$ cat src/rtl/uart_hex_rx_fsm_if.sv
// Byte-in / record-out bus between the UART RX core, the hex record parser and the write-side FIFO.
interface uart_hex_rx_fsm_if #(
  parameter int unsigned FIFO_WR_DATA_WIDTH = 96
);
  logic                          fsm_en;
  logic                          uart_rx_valid;
  logic [7:0]                    uart_rx_dout;
  logic                          fifo_full;
  logic                          fifo_wr_en;
  logic [FIFO_WR_DATA_WIDTH-1:0] fifo_wr_data;
  logic                          parse_err;
  logic [7:0]                    err_cnt;

  modport master (
    output fsm_en, uart_rx_valid, uart_rx_dout, fifo_full,
    input  fifo_wr_en, fifo_wr_data, parse_err, err_cnt
  );

  modport slave (
    input  fsm_en, uart_rx_valid, uart_rx_dout, fifo_full,
    output fifo_wr_en, fifo_wr_data, parse_err, err_cnt
  );
endinterface

$ cat src/rtl/uart_hex_rx_fsm.sv
// Parses "XXXXXXXX,...,XXXXXXXX\r\n" ASCII hex records into FIFO words.
// Define UART_HEX_RX_LOWERCASE_EN to also accept 'a'-'f' as hex digits.
module uart_hex_rx_fsm #(
  parameter int unsigned FIFO_WR_DATA_WIDTH = 96
) (
  input  logic              clk,
  input  logic              reset_n,
  uart_hex_rx_fsm_if.slave  bus
);
  localparam int unsigned W         = FIFO_WR_DATA_WIDTH;
  localparam int unsigned NUM_WORDS = W / 32;
  localparam int unsigned WCNT_W    = (NUM_WORDS > 1) ? $clog2(NUM_WORDS) : 1;
  localparam logic [WCNT_W-1:0] LAST_WORD = WCNT_W'(NUM_WORDS - 1);
  localparam logic [7:0] CH_CR    = 8'h0D;
  localparam logic [7:0] CH_LF    = 8'h0A;
  localparam logic [7:0] CH_COMMA = 8'h2C;

  typedef enum logic [2:0] {
    IDLE, RECV_WORD, EXPECT_COMMA, EXPECT_CR, EXPECT_LF, WRITE_FIFO, RESYNC
  } state_t;

  state_t            state, state_nxt;
  logic [2:0]        digit_cnt, digit_nxt;
  logic [WCNT_W-1:0] word_cnt, word_nxt;
  logic [W-1:0]      data;
  logic              perr;
  logic [7:0]        ecnt;

  logic       is_hex_c, is_cr_c, is_lf_c, is_comma_c;
  logic [3:0] nib_c;
  logic       shift_c, bad_c, err_c;

  // ASCII hex digit decode
  always_comb begin
    is_hex_c = 1'b0;
    nib_c    = 4'h0;
    if (bus.uart_rx_dout >= 8'h30 && bus.uart_rx_dout <= 8'h39) begin
      is_hex_c = 1'b1;
      nib_c    = 4'(bus.uart_rx_dout - 8'h30);
    end else if (bus.uart_rx_dout >= 8'h41 && bus.uart_rx_dout <= 8'h46) begin
      is_hex_c = 1'b1;
      nib_c    = 4'(bus.uart_rx_dout - 8'h37);
    end
`ifdef UART_HEX_RX_LOWERCASE_EN
    else if (bus.uart_rx_dout >= 8'h61 && bus.uart_rx_dout <= 8'h66) begin
      is_hex_c = 1'b1;
      nib_c    = 4'(bus.uart_rx_dout - 8'h57);
    end
`else
    else begin
      is_hex_c = 1'b0;
    end
`endif
  end

  assign is_cr_c    = (bus.uart_rx_dout == CH_CR);
  assign is_lf_c    = (bus.uart_rx_dout == CH_LF);
  assign is_comma_c = (bus.uart_rx_dout == CH_COMMA);

  always_ff @(posedge clk or negedge reset_n) begin
    if (!reset_n) state <= IDLE;
    else          state <= state_nxt;
  end

  // Next state, counter updates and error detection
  always_comb begin
    state_nxt = state;
    digit_nxt = digit_cnt;
    word_nxt  = word_cnt;
    shift_c   = 1'b0;
    bad_c     = 1'b0;
    err_c     = 1'b0;
    if (!bus.fsm_en) begin
      state_nxt = IDLE;
      digit_nxt = 3'd0;
      word_nxt  = '0;
    end else begin
      unique case (state)
        IDLE: begin
          digit_nxt = 3'd0;
          word_nxt  = '0;
          if (bus.uart_rx_valid) begin
            if (is_hex_c) begin
              shift_c   = 1'b1;
              digit_nxt = 3'd1;
              state_nxt = RECV_WORD;
            end else if (!(is_cr_c || is_lf_c)) begin
              bad_c = 1'b1;
            end
          end
        end
        RECV_WORD: begin
          if (bus.uart_rx_valid) begin
            if (is_hex_c) begin
              shift_c = 1'b1;
              if (digit_cnt == 3'd7) begin
                digit_nxt = 3'd0;
                state_nxt = (word_cnt == LAST_WORD) ? EXPECT_CR : EXPECT_COMMA;
              end else begin
                digit_nxt = 3'(digit_cnt + 3'd1);
              end
            end else begin
              bad_c = 1'b1;
            end
          end
        end
        EXPECT_COMMA: begin
          if (bus.uart_rx_valid) begin
            if (is_comma_c) begin
              word_nxt  = WCNT_W'(word_cnt + 1'b1);
              digit_nxt = 3'd0;
              state_nxt = RECV_WORD;
            end else begin
              bad_c = 1'b1;
            end
          end
        end
        EXPECT_CR: begin
          if (bus.uart_rx_valid) begin
            if (is_cr_c) state_nxt = EXPECT_LF;
            else         bad_c     = 1'b1;
          end
        end
        EXPECT_LF: begin
          if (bus.uart_rx_valid) begin
            if (is_lf_c) state_nxt = WRITE_FIFO;
            else         bad_c     = 1'b1;
          end
        end
        WRITE_FIFO: begin
          if (!bus.fifo_full) state_nxt = IDLE;
        end
        RESYNC: begin
          if (bus.uart_rx_valid && is_lf_c) state_nxt = IDLE;
        end
        default: state_nxt = IDLE;
      endcase
      // A bad LF already ends the line, so skip RESYNC and wait for the next record
      if (bad_c) begin
        err_c     = 1'b1;
        state_nxt = is_lf_c ? IDLE : RESYNC;
      end
    end
  end

  always_ff @(posedge clk or negedge reset_n) begin
    if (!reset_n) begin
      digit_cnt <= 3'd0;
      word_cnt  <= '0;
      data      <= '0;
      perr      <= 1'b0;
      ecnt      <= 8'd0;
    end else begin
      digit_cnt <= digit_nxt;
      word_cnt  <= word_nxt;
      perr      <= err_c;
      if (shift_c)                  data <= {data[W-5:0], nib_c};
      if (err_c && ecnt != 8'hFF)   ecnt <= 8'(ecnt + 8'd1);
    end
  end

  // Write strobe follows the state directly; a dropped enable abandons the write
  assign bus.fifo_wr_en   = (state == WRITE_FIFO) && !bus.fifo_full && bus.fsm_en;
  assign bus.fifo_wr_data = data;
  assign bus.parse_err    = perr;
  assign bus.err_cnt      = ecnt;
endmodule

$ cat src/flat_wrapper.sv
// flat-port wrapper written by rule: the top's interface ports become plain ports
module uart_hex_rx_fsm_flat 
#(
  parameter int unsigned FIFO_WR_DATA_WIDTH = 96
)
  (clk, reset_n, bus_fsm_en, bus_uart_rx_valid, bus_uart_rx_dout, bus_fifo_full, bus_fifo_wr_en, bus_fifo_wr_data, bus_parse_err, bus_err_cnt);
  uart_hex_rx_fsm_if #(.FIFO_WR_DATA_WIDTH(FIFO_WR_DATA_WIDTH)) bus_i ();
  input  logic clk;
  input  logic reset_n;
  input wire logic [$bits(bus_i.fsm_en)-1:0] bus_fsm_en;
  input wire logic [$bits(bus_i.uart_rx_valid)-1:0] bus_uart_rx_valid;
  input wire logic [$bits(bus_i.uart_rx_dout)-1:0] bus_uart_rx_dout;
  input wire logic [$bits(bus_i.fifo_full)-1:0] bus_fifo_full;
  output wire logic [$bits(bus_i.fifo_wr_en)-1:0] bus_fifo_wr_en;
  output wire logic [$bits(bus_i.fifo_wr_data)-1:0] bus_fifo_wr_data;
  output wire logic [$bits(bus_i.parse_err)-1:0] bus_parse_err;
  output wire logic [$bits(bus_i.err_cnt)-1:0] bus_err_cnt;
  assign bus_i.fsm_en = bus_fsm_en;
  assign bus_i.uart_rx_valid = bus_uart_rx_valid;
  assign bus_i.uart_rx_dout = bus_uart_rx_dout;
  assign bus_i.fifo_full = bus_fifo_full;
  assign bus_fifo_wr_en = bus_i.fifo_wr_en;
  assign bus_fifo_wr_data = bus_i.fifo_wr_data;
  assign bus_parse_err = bus_i.parse_err;
  assign bus_err_cnt = bus_i.err_cnt;
  uart_hex_rx_fsm #(.FIFO_WR_DATA_WIDTH(FIFO_WR_DATA_WIDTH)) u_core (.clk(clk), .reset_n(reset_n), .bus(bus_i));
endmodule
$ cat config.mk
export PLATFORM = sky130hd
export DESIGN_NAME = uart_hex_rx_fsm_flat
export DESIGN_NICKNAME = d
export VERILOG_FILES = /design/src/rtl/uart_hex_rx_fsm_if.sv /design/src/rtl/uart_hex_rx_fsm.sv /design/src/flat_wrapper.sv
export SDC_FILE = /design/constraint.sdc
export NUM_CORES = 1
export LEC_CHECK = 0
export ABC_CLOCK_PERIOD_IN_PS = 4200
export BUFFER_PORTS_ARGS = -buffer_cell sky130_fd_sc_hd__clkbuf_2
export CAP_MARGIN = 20
export CORE_MARGIN = 2
export CORE_UTILIZATION = 58
export DETAILED_ROUTE_END_ITERATION = 10
export PLACE_DENSITY = 0.85
export SLEW_MARGIN = 20
export SYNTH_ARGS = -nofsm -noshare
export SYNTH_HDL_FRONTEND = slang
export SYNTH_SLANG_ARGS = --single-unit
$ cat constraint.sdc
create_clock -name clk -period 4.2 [get_ports clk]
set_clock_uncertainty 0.1 [all_clocks]
set_input_delay 0.84 -clock clk [delete_from_list [all_inputs] [get_ports clk]]
set_output_delay 0.84 -clock clk [all_outputs]
set_load 0.03 [all_outputs]
==> load_flow_metrics.sql, run 1 <==
INSERT INTO impl_metrics (metric_group, metric, value, unit) VALUES
('sta', 'final.min_clock_period', '2.95', 'ns'),
('grt', 'grt_util_all_layers', '23.0', '%'),
('sta', 'slew_viol_final', '0', ''),
('drt', 'dr_wl_cell', '17.0', 'µm'),
('floorplan', 'fp.coreArea', '8300', 'µm²'),
('clock_network', 'cts.path.max_buffers', '2', ''),
('sta', 'post_route_fraction_of_the_period_consumed_by_the_critical_path', '70.3', '%'),
('logic_synthesis', 'synth_top_flop_cell', 'sky130_fd_sc_hd__dfrtp_1', ''),
('grt', 'grt_pass1_wl', '17300', 'µm'),
('floorplan', 'die_x', '97.1', 'µm'),
('clock_network', 'cts.clk_slew.worst_paths', '0.06', 'ns'),
('floorplan', 'io_pins', '119', ''),
('drt', 'drt-total-wl', '10300', 'µm'),
('flow_run', 'cap_viol_max_count', '0', ''),
('layout', 'antenna-diode-count', '0', ''),
('critical_path', 'critical_path.startpoint', 'bus_uart_rx_dout[1]', ''),
('sta', 'rsz0062_at_grt', 'false', ''),
('logic_synthesis', 'synth-seq-area-share', '56.2', '%'),
('grt', 'top_usage_layer', 'met2', ''),
('clock_network', 'clock_tree_from_tritoncts', 'built', ''),
('grt', 'global_route.usage.met3', '6.33', '%'),
('placement', 'detailedPlacementHpwl', '6730', 'µm'),
('grt', 'maximum_number_of_pins_on_one_net_before_global_route_repair', '101', ''),
('clock_network', 'clkSinkCount', '113', ''),
('drt', 'drt-initial-drc-count', '145', ''),
('layout', 'fill_cells', '534', ''),
('critical_path', 'r2r.worst_path.cells', '6', ''),
('sta', 'setup_viol_count_final', '0', ''),
('power', 'pwr_density_cell', '519', 'nW/µm²'),
('critical_path', 'critical_setup_path_class', 'input port to flop', ''),
('floorplan', 'floorplan.die_area', '9430', 'µm²'),
('power', 'cellLeakagePower', '3.33', 'nW'),
('logic_synthesis', 'yosys.cell_types.count', '60', ''),
('grt', 'grt.met1_usage', '30.4', '%'),
('logic_synthesis', 'synthTopCellsByCount', 'sky130_fd_sc_hd__dfrtp_1, sky130_fd_sc_hd__mux2_2, sky130_fd_sc_hd__nand2_1, sky130_fd_sc_hd__nor2_1, sky130_fd_sc_hd__buf_4', ''),
('drt', 'ant_nets_after_route', '0', ''),
('logic_synthesis', 'syn_avg_cell_area', '13.6', 'µm²'),
('logic_synthesis', 'area_share_of_the_largest_cell_type_after_synthesis', '56.2', '%'),
('logic_synthesis', 'number_of_warnings_reported_in_the_yosys_synthesis_log', '0', ''),
('logic_synthesis', 'synth.area.top_cells', 'sky130_fd_sc_hd__dfrtp_1, sky130_fd_sc_hd__mux2_2, sky130_fd_sc_hd__ha_1', ''),
('logic_synthesis', 'synthArstFlopShare', '100', '%'),
('placement', 'number_of_buffer_cells_added_on_primary_ports', '118', ''),
('clock_network', 'postCtsHoldBufs', '0', ''),
('critical_path', 'worst_ep_required_time', '4.49', 'ns'),
('clock_network', 'cts_setup_buffers', '0', ''),
('grt', 'number_of_global_route_vias_before_repair', '3380', ''),
('logic_synthesis', 'postSynthCellCount', '369', ''),
('floorplan', 'std_cell_rows', '33', ''),
('drt', 'num_vias', '3421', ''),
('logic_synthesis', 'synth_edf_count', '0', ''),
('layout', 'postLayoutCoreUtil', '75.3', '%'),
('clock_network', 'cts.repair.resized', '0', ''),
('clock_network', 'cts-root-buf', 'sky130_fd_sc_hd__clkbuf_8', ''),
('grt', 'grt.met2_usage', '37.4', '%'),
('critical_path', 'timing.critical_path.fanout_max', '100', ''),
('drt', 'drcViolationCount', '0', ''),
('floorplan', 'initial_core_util', '60.6', '%'),
('critical_path', 'start_kind', 'input port', ''),
('critical_path', 'regToRegEndpoint', 'u_core.bus.err_cnt[1]$_DFFE_PN0P_', ''),
('sta', 'final-hold-violation-count', '0', ''),
('clock_network', 'cts-buffers-inserted', '17', ''),
('grt', 'grt.overflow.total', '0', ''),
('status', 'outcome', 'complete, no violations', ''),
('power', 'ir_worst_vdd', '0.000387', 'V'),
('sta', 'timing.setup.tns', '0', 'ns'),
('power', 'total_power', '0.00325', 'W'),
('worst_hold_path', 'hp_class', 'input port to async pin', ''),
('critical_path', 'crit_path_end_kind', 'flop', ''),
('logic_synthesis', 'synth.cell_area', '5030', 'µm²'),
('sta', 'slew_headroom', '61.4', '%'),
('logic_synthesis', 'post_synthesis_register_bit_count', '113', '');
==> worst max-delay path: stages <==
cell	delay [ns]
sky130_fd_sc_hd__clkbuf_2	0.12
sky130_fd_sc_hd__inv_1	0.07
sky130_fd_sc_hd__ha_1	0.22
sky130_fd_sc_hd__or3b_1	0.37
sky130_fd_sc_hd__and4_2	0.27
sky130_fd_sc_hd__or2_2	0.33
sky130_fd_sc_hd__nand4_1	0.16
sky130_fd_sc_hd__buf_12	0.43
sky130_fd_sc_hd__mux2_2	0.41
==> flip-flops by register name, indices dropped and copies added (netlist names) <==
register,flops
u_core.bus.err_cnt,8
u_core.bus.fifo_wr_data,96
u_core.bus.parse_err,1
u_core.digit_cnt,3
u_core.state,3
u_core.word_cnt,2
==> layout by cell type (no fill, tap or decap), types with 3 or more instances in the layout <==
cell | Yosys | final
sky130_fd_sc_hd__mux2_2 | 94 | 94
sky130_fd_sc_hd__nor3b_1 | 5 | 5
sky130_fd_sc_hd__inv_1 | 7 | 7
sky130_fd_sc_hd__clkbuf_2 | 0 | 117
sky130_fd_sc_hd__nand2_1 | 14 | 14
sky130_fd_sc_hd__clkbuf_8 | 3 | 3
sky130_fd_sc_hd__clkbuf_16 | 0 | 16
sky130_fd_sc_hd__nand4_1 | 8 | 8
sky130_fd_sc_hd__bufinv_16 | 0 | 4
sky130_fd_sc_hd__buf_4 | 11 | 3
sky130_fd_sc_hd__ha_1 | 8 | 8
sky130_fd_sc_hd__nand3_1 | 8 | 8
sky130_fd_sc_hd__nor4_1 | 3 | 3
sky130_fd_sc_hd__dfrtp_1 | 113 | 113
sky130_fd_sc_hd__o21ai_0 | 10 | 10
sky130_fd_sc_hd__a21boi_0 | 3 | 3
sky130_fd_sc_hd__a21oi_1 | 7 | 7
sky130_fd_sc_hd__xnor2_1 | 7 | 7
sky130_fd_sc_hd__nor2_1 | 13 | 13
==> stage by stage <==
stage / worst slack [ns] / std cells / hold WS, ns / area (µm²)
finish: 1.25 / 608 / 0.186 / 6250
floorplan: 1.20 / 369 / 0.385 / 5030
global placement: 0.802 / 576 / 0.378 / 5620
detailed placement: 0.758 / 576 / 0.391 / 5620
CTS: 1.27 / 608 / 0.192 / 6250
global route: 1.10 / 608 / 0.214 / 6250
==> layout make-up <==
type                    instances  area [µm²]  share of cell area, %
repair buffers                121         628                   10.1
flip-flops and latches        113        2830                   45.3
well taps                     105         131                   2.10
inverters                       7        26.3                  0.421
clock buffers                  20         445                   7.13
multi-input cells             230        2010                   32.2
clock inverters                12         180                   2.88
==> cell families (layout without fill, tap and decap cells) <==
logic type,after synthesis,in the layout,share of synthesized area (%)
DFF,113,113,56.2
muxes,95,95,21.2
and+or+nand+nor,77,77,9.21
AOI/OAI and AO/OA,41,41,5.95
buffers and inverters,26,160,3.81
xor gates and xnor gates,9,9,1.57
adders and majority gates,8,8,1.99
==> how the worst max path moves through the flow <==
stage                                         endpoint  slack, ns  depth (start not counted)
2_1_floorplan  u_core.bus.fifo_wr_data[10]$_DFFE_PN0P_       1.20                          9
3_3_place_gp   u_core.bus.fifo_wr_data[47]$_DFFE_PN0P_       0.80                          9
3_5_place_dp   u_core.bus.fifo_wr_data[77]$_DFFE_PN0P_       0.76                          9
4_1_cts        u_core.bus.fifo_wr_data[42]$_DFFE_PN0P_       1.27                          9
5_1_grt              u_core.bus.err_cnt[3]$_DFFE_PN0P_       1.10                         10
6_report       u_core.bus.fifo_wr_data[42]$_DFFE_PN0P_       1.25                          9
==> power by group <==
group	internal (W)	switching [W]	leakage [nW]
registers	0.00114	0.000104	1.57
logic	0.000191	0.000314	1.46
clock network	0.000997	0.000501	0.302
total	0.00233	0.000919	3.33
==> layer usage <==
layer	part of all wire [%]	vias up
met2	49	120
met5	0	-
met4	0.59	0
li1	-	1584
met1	44	1712
met3	5.6	5
Power figures use the tool's default switching activity.
==> inputs of run 2 (changes only) <==
--- a/config.mk
+++ b/config.mk
@@ -5,13 +5,13 @@
 export SDC_FILE = /design/constraint.sdc
 export NUM_CORES = 1
 export LEC_CHECK = 0
-export ABC_CLOCK_PERIOD_IN_PS = 4200
+export ABC_CLOCK_PERIOD_IN_PS = 2650
 export BUFFER_PORTS_ARGS = -buffer_cell sky130_fd_sc_hd__clkbuf_2
 export CAP_MARGIN = 20
 export CORE_MARGIN = 2
-export CORE_UTILIZATION = 58
+export CORE_UTILIZATION = 48
 export DETAILED_ROUTE_END_ITERATION = 10
-export PLACE_DENSITY = 0.85
+export PLACE_DENSITY = 0.75
 export SLEW_MARGIN = 20
 export SYNTH_ARGS = -nofsm -noshare
 export SYNTH_HDL_FRONTEND = slang
==> constraint.sdc (replaced) <==
create_clock -name clk -period 2.65 [get_ports clk]
set_clock_uncertainty 0.1 [all_clocks]
set_input_delay 0.53 -clock clk [delete_from_list [all_inputs] [get_ports clk]]
set_output_delay 0.53 -clock clk [all_outputs]
set_load 0.03 [all_outputs]
==> run 2 against run 1 <==
Net effect: via count rose by 1.7%; hold slack gained 0.20 ns; utilization decreased by 11 points; sequential share of layout area fell by 2.2 points; cell area rose by 5.1%; non-clock buffer count is 34 higher; clock power increased by 44%; wire length up 1.5%; critical endpoint is now u_core.bus.err_cnt[1]$_DFFE_PN0P_.
==> load_flow_metrics.sql, run 2 (same netlist as run 1, synthesis figures left out) <==
INSERT INTO impl_metrics (metric_group, metric, value, unit) VALUES
('power', 'ir_worst_vdd', '0.000517', 'V'),
('critical_path', 'timing.critical_path.slowest_stage_cell', 'sky130_fd_sc_hd__mux2_2', ''),
('drt', 'ant_nets_after_route', '0', ''),
('layout', 'mostFrequentLayoutCells', 'sky130_fd_sc_hd__clkbuf_2, sky130_fd_sc_hd__dfrtp_1, sky130_fd_sc_hd__mux2_2', ''),
('floorplan', 'io_pins', '119', ''),
('drt', 'drcViolationCount', '0', ''),
('grt', 'antenna_found_initial', '0', ''),
('power', 'cellLeakagePower', '3.50', 'nW'),
('floorplan', 'die_x', '106', 'µm'),
('grt', 'grt.met1_usage', '24.9', '%'),
('clock_network', 'cts-buffers-inserted', '17', ''),
('sta', 'tightestPinTransition', '0.536', 'ns'),
('floorplan', 'fp.coreArea', '10200', 'µm²'),
('sta', 'slew_viol_final', '0', ''),
('critical_path', 'timing.critical_path.fanout_max', '4', ''),
('power', 'pwr_density_cell', '766', 'nW/µm²'),
('critical_path', 'cpLargestDelayFamily', 'simple AND/OR/NAND/NOR gates', ''),
('critical_path', 'worst_ep_required_time', '2.92', 'ns'),
('power', 'switching_power', '0.00149', 'W'),
('placement', 'detailedPlacementHpwl', '7710', 'µm'),
('critical_path', 'critPathBufInv', '3', ''),
('drt', 'detailedRoute.firstPassIterationCount', '5', ''),
('sta', 'hold-worst-slack', '0.386', 'ns'),
('power', 'p_int', '0.00353', 'W'),
('grt', 'grt_util_all_layers', '19.6', '%'),
('sta', 'post_route_fraction_of_the_period_consumed_by_the_critical_path', '91.2', '%'),
('critical_path', 'critical_setup_path_class', 'input port to flop', ''),
('flow_run', 'cap_viol_max_count', '0', ''),
('drt', 'dr_wl_cell', '15.6', 'µm'),
('sta', 'final-hold-violation-count', '0', ''),
('sta', 'final.min_clock_period', '2.42', 'ns'),
('sta', 'timing.setup.tns', '0', 'ns'),
('layout', 'syn2layout_area_growth', '30.6', '%'),
('floorplan', 'std_cell_rows', '37', ''),
('placement', 'number_of_buffer_cells_added_on_primary_ports', '118', ''),
('power', 'combinationalPowerShare', '18.4', '%'),
('drt', 'drt-initial-drc-count', '140', ''),
('grt', 'grt.overflow.total', '0', ''),
('drt', 'num_vias', '3478', ''),
('layout', 'final_layout_size_suffix_gt1_share', '55.1', '%'),
('layout', 'antenna-diode-count', '0', ''),
('layout', 'layout_commonest_cell', 'sky130_fd_sc_hd__clkbuf_2', ''),
('sta', 'slew_headroom', '64.3', '%'),
('status', 'outcome', 'complete, no violations', ''),
('critical_path', 'crit_path_cell_trace', 'clkbuf_2, inv_1, ha_1, or3b_1, and4_2, a221oi_1, buf_4, nand4_1, nor2_1, mux2_2', ''),
('floorplan', 'initial_core_util', '49.2', '%'),
('power', 'pwr-share-seq', '38.6', '%'),
('grt', 'maximum_number_of_pins_on_one_net_before_global_route_repair', '43', ''),
('clock_network', 'clock_tree_from_tritoncts', 'built', ''),
('floorplan', 'fp.dieH', '106', 'µm'),
('grt', 'grt_pass1_wl', '17400', 'µm'),
('grt', 'top_usage_layer', 'met2', ''),
('grt', 'number_of_global_route_vias_before_repair', '3526', ''),
('clock_network', 'cts.path.max_buffers', '2', ''),
('placement', 'finalWeightedCongestion', '0.843', ''),
('clock_network', 'cts-root-buf', 'sky130_fd_sc_hd__clkbuf_8', ''),
('clock_network', 'cts.clk_slew.worst_paths', '0.06', 'ns'),
('critical_path', 'crit_path_end_kind', 'flop', ''),
('sta', 'rsz0062_at_grt', 'false', ''),
('critical_path', 'start_kind', 'input port', ''),
('clock_network', 'h-tree-depth', '4', ''),
('clock_network', 'clkSinkCount', '113', ''),
('grt', 'global_route.usage.met3', '5.64', '%'),
('clock_network', 'cts.repair.resized', '0', ''),
('layout', 'largest_reg_flops', '96', ''),
('layout', 'final_net_count', '545', ''),
('drt', 'drt-total-wl', '10500', 'µm'),
('critical_path', 'timing.critical_path.arrival', '2.69', 'ns'),
('floorplan', 'floorplan.die_area', '11300', 'µm²'),
('power', 'clock_power_share', '43.0', '%'),
('critical_path', 'worst_path_largest_cell_delay', '0.38', 'ns'),
('drt', 'drt-vias-per-instance', '5.17', ''),
('sta', 'fmax', '0.414', 'GHz'),
('power', 'switching_share', '29.7', '%'),
('worst_hold_path', 'hp_class', 'input port to flop', ''),
('grt', 'grt.met2_usage', '33.0', '%'),
('clock_network', 'insertion_delay', '0.49', 'ns'),
('sta', 'setup_viol_count_final', '0', '');
[run 2: changes by cell type in the layout (fill, tap and decap cells not counted), sizes merged]
cell,delta
buf,+33
bufinv,-2
clkbuf,-3
clkinv,+1
clkinvlp,+2
dlygate4sd3,+1
inv,+2
[run 2: routing by layer]
layer | vias to the layer above | share of wire [%]
met2 | 90 | 51
met3 | 4 | 5.4
met5 | - | 0
li1 | 1647 | -
met4 | 0 | 0.35
met1 | 1737 | 43
[run 2: what timing repair did]
| item | CTS | global route |
|---|---|---|
| buffers inserted | 0 | 0 |
| endpoints found under the hold margin | 39 | 0 |
| endpoints found under the setup margin | 0 | 0 |
| hold buffers | 1 | 0 |
[run 2: final timing paths]
check	cells after the start	to	start	slack [ns]
worst min register to register	1	u_core.bus.err_cnt[5]$_DFFE_PN0P_	u_core.bus.err_cnt[5]$_DFFE_PN0P_	0.40
worst max register to register	8	u_core.state[2]$_DFFE_PN0P_	u_core.state[1]$_DFFE_PN0P_	0.35
min in group asynchronous	2	u_core.bus.fifo_wr_data[61]$_DFFE_PN0P_	reset_n	0.46
worst max-delay path	10	u_core.bus.err_cnt[1]$_DFFE_PN0P_	bus_uart_rx_dout[0]	0.23
max in group asynchronous	3	u_core.bus.fifo_wr_data[68]$_DFFE_PN0P_	reset_n	1.27
worst min-delay path	2	u_core.state[2]$_DFFE_PN0P_	bus_fsm_en	0.39
[run 2: stage by stage]
stage	total power [W]	instances	setup slack, ns	area (µm²)	util [%]
finish	0.00503	673	0.233	6570	64.2
global route	0.00528	673	0.0749	6570	64.2
CTS	0.00508	673	0.254	6570	64.2
detailed placement	0.00289	640	-0.254	5980	58.5
global placement	0.00286	640	-0.198	5980	58.5
floorplan	0.00261	369	-0.00348	5030	-
[run 2: power by group through the flow]
stage	Sequential (W)	Clock (W)	Combinational, W
final	0.00194	0.00216	0.000927
after global routing	0.00196	0.00230	0.00102
after CTS	0.00194	0.00220	0.000936
after detailed placement	0.00197	0	0.000928
after global placement	0.00196	0	0.000902
after floorplan	0.00202	0	0.000596
[run 2: cell type report]
type	count	area, µm²
fill	815	3660
sequential	113	2830
multi-input combinational	230	2010
timing repair buffer	155	961
clock buffer	17	414
tap	136	170
clock inverter	15	158
inverter	7	26.3
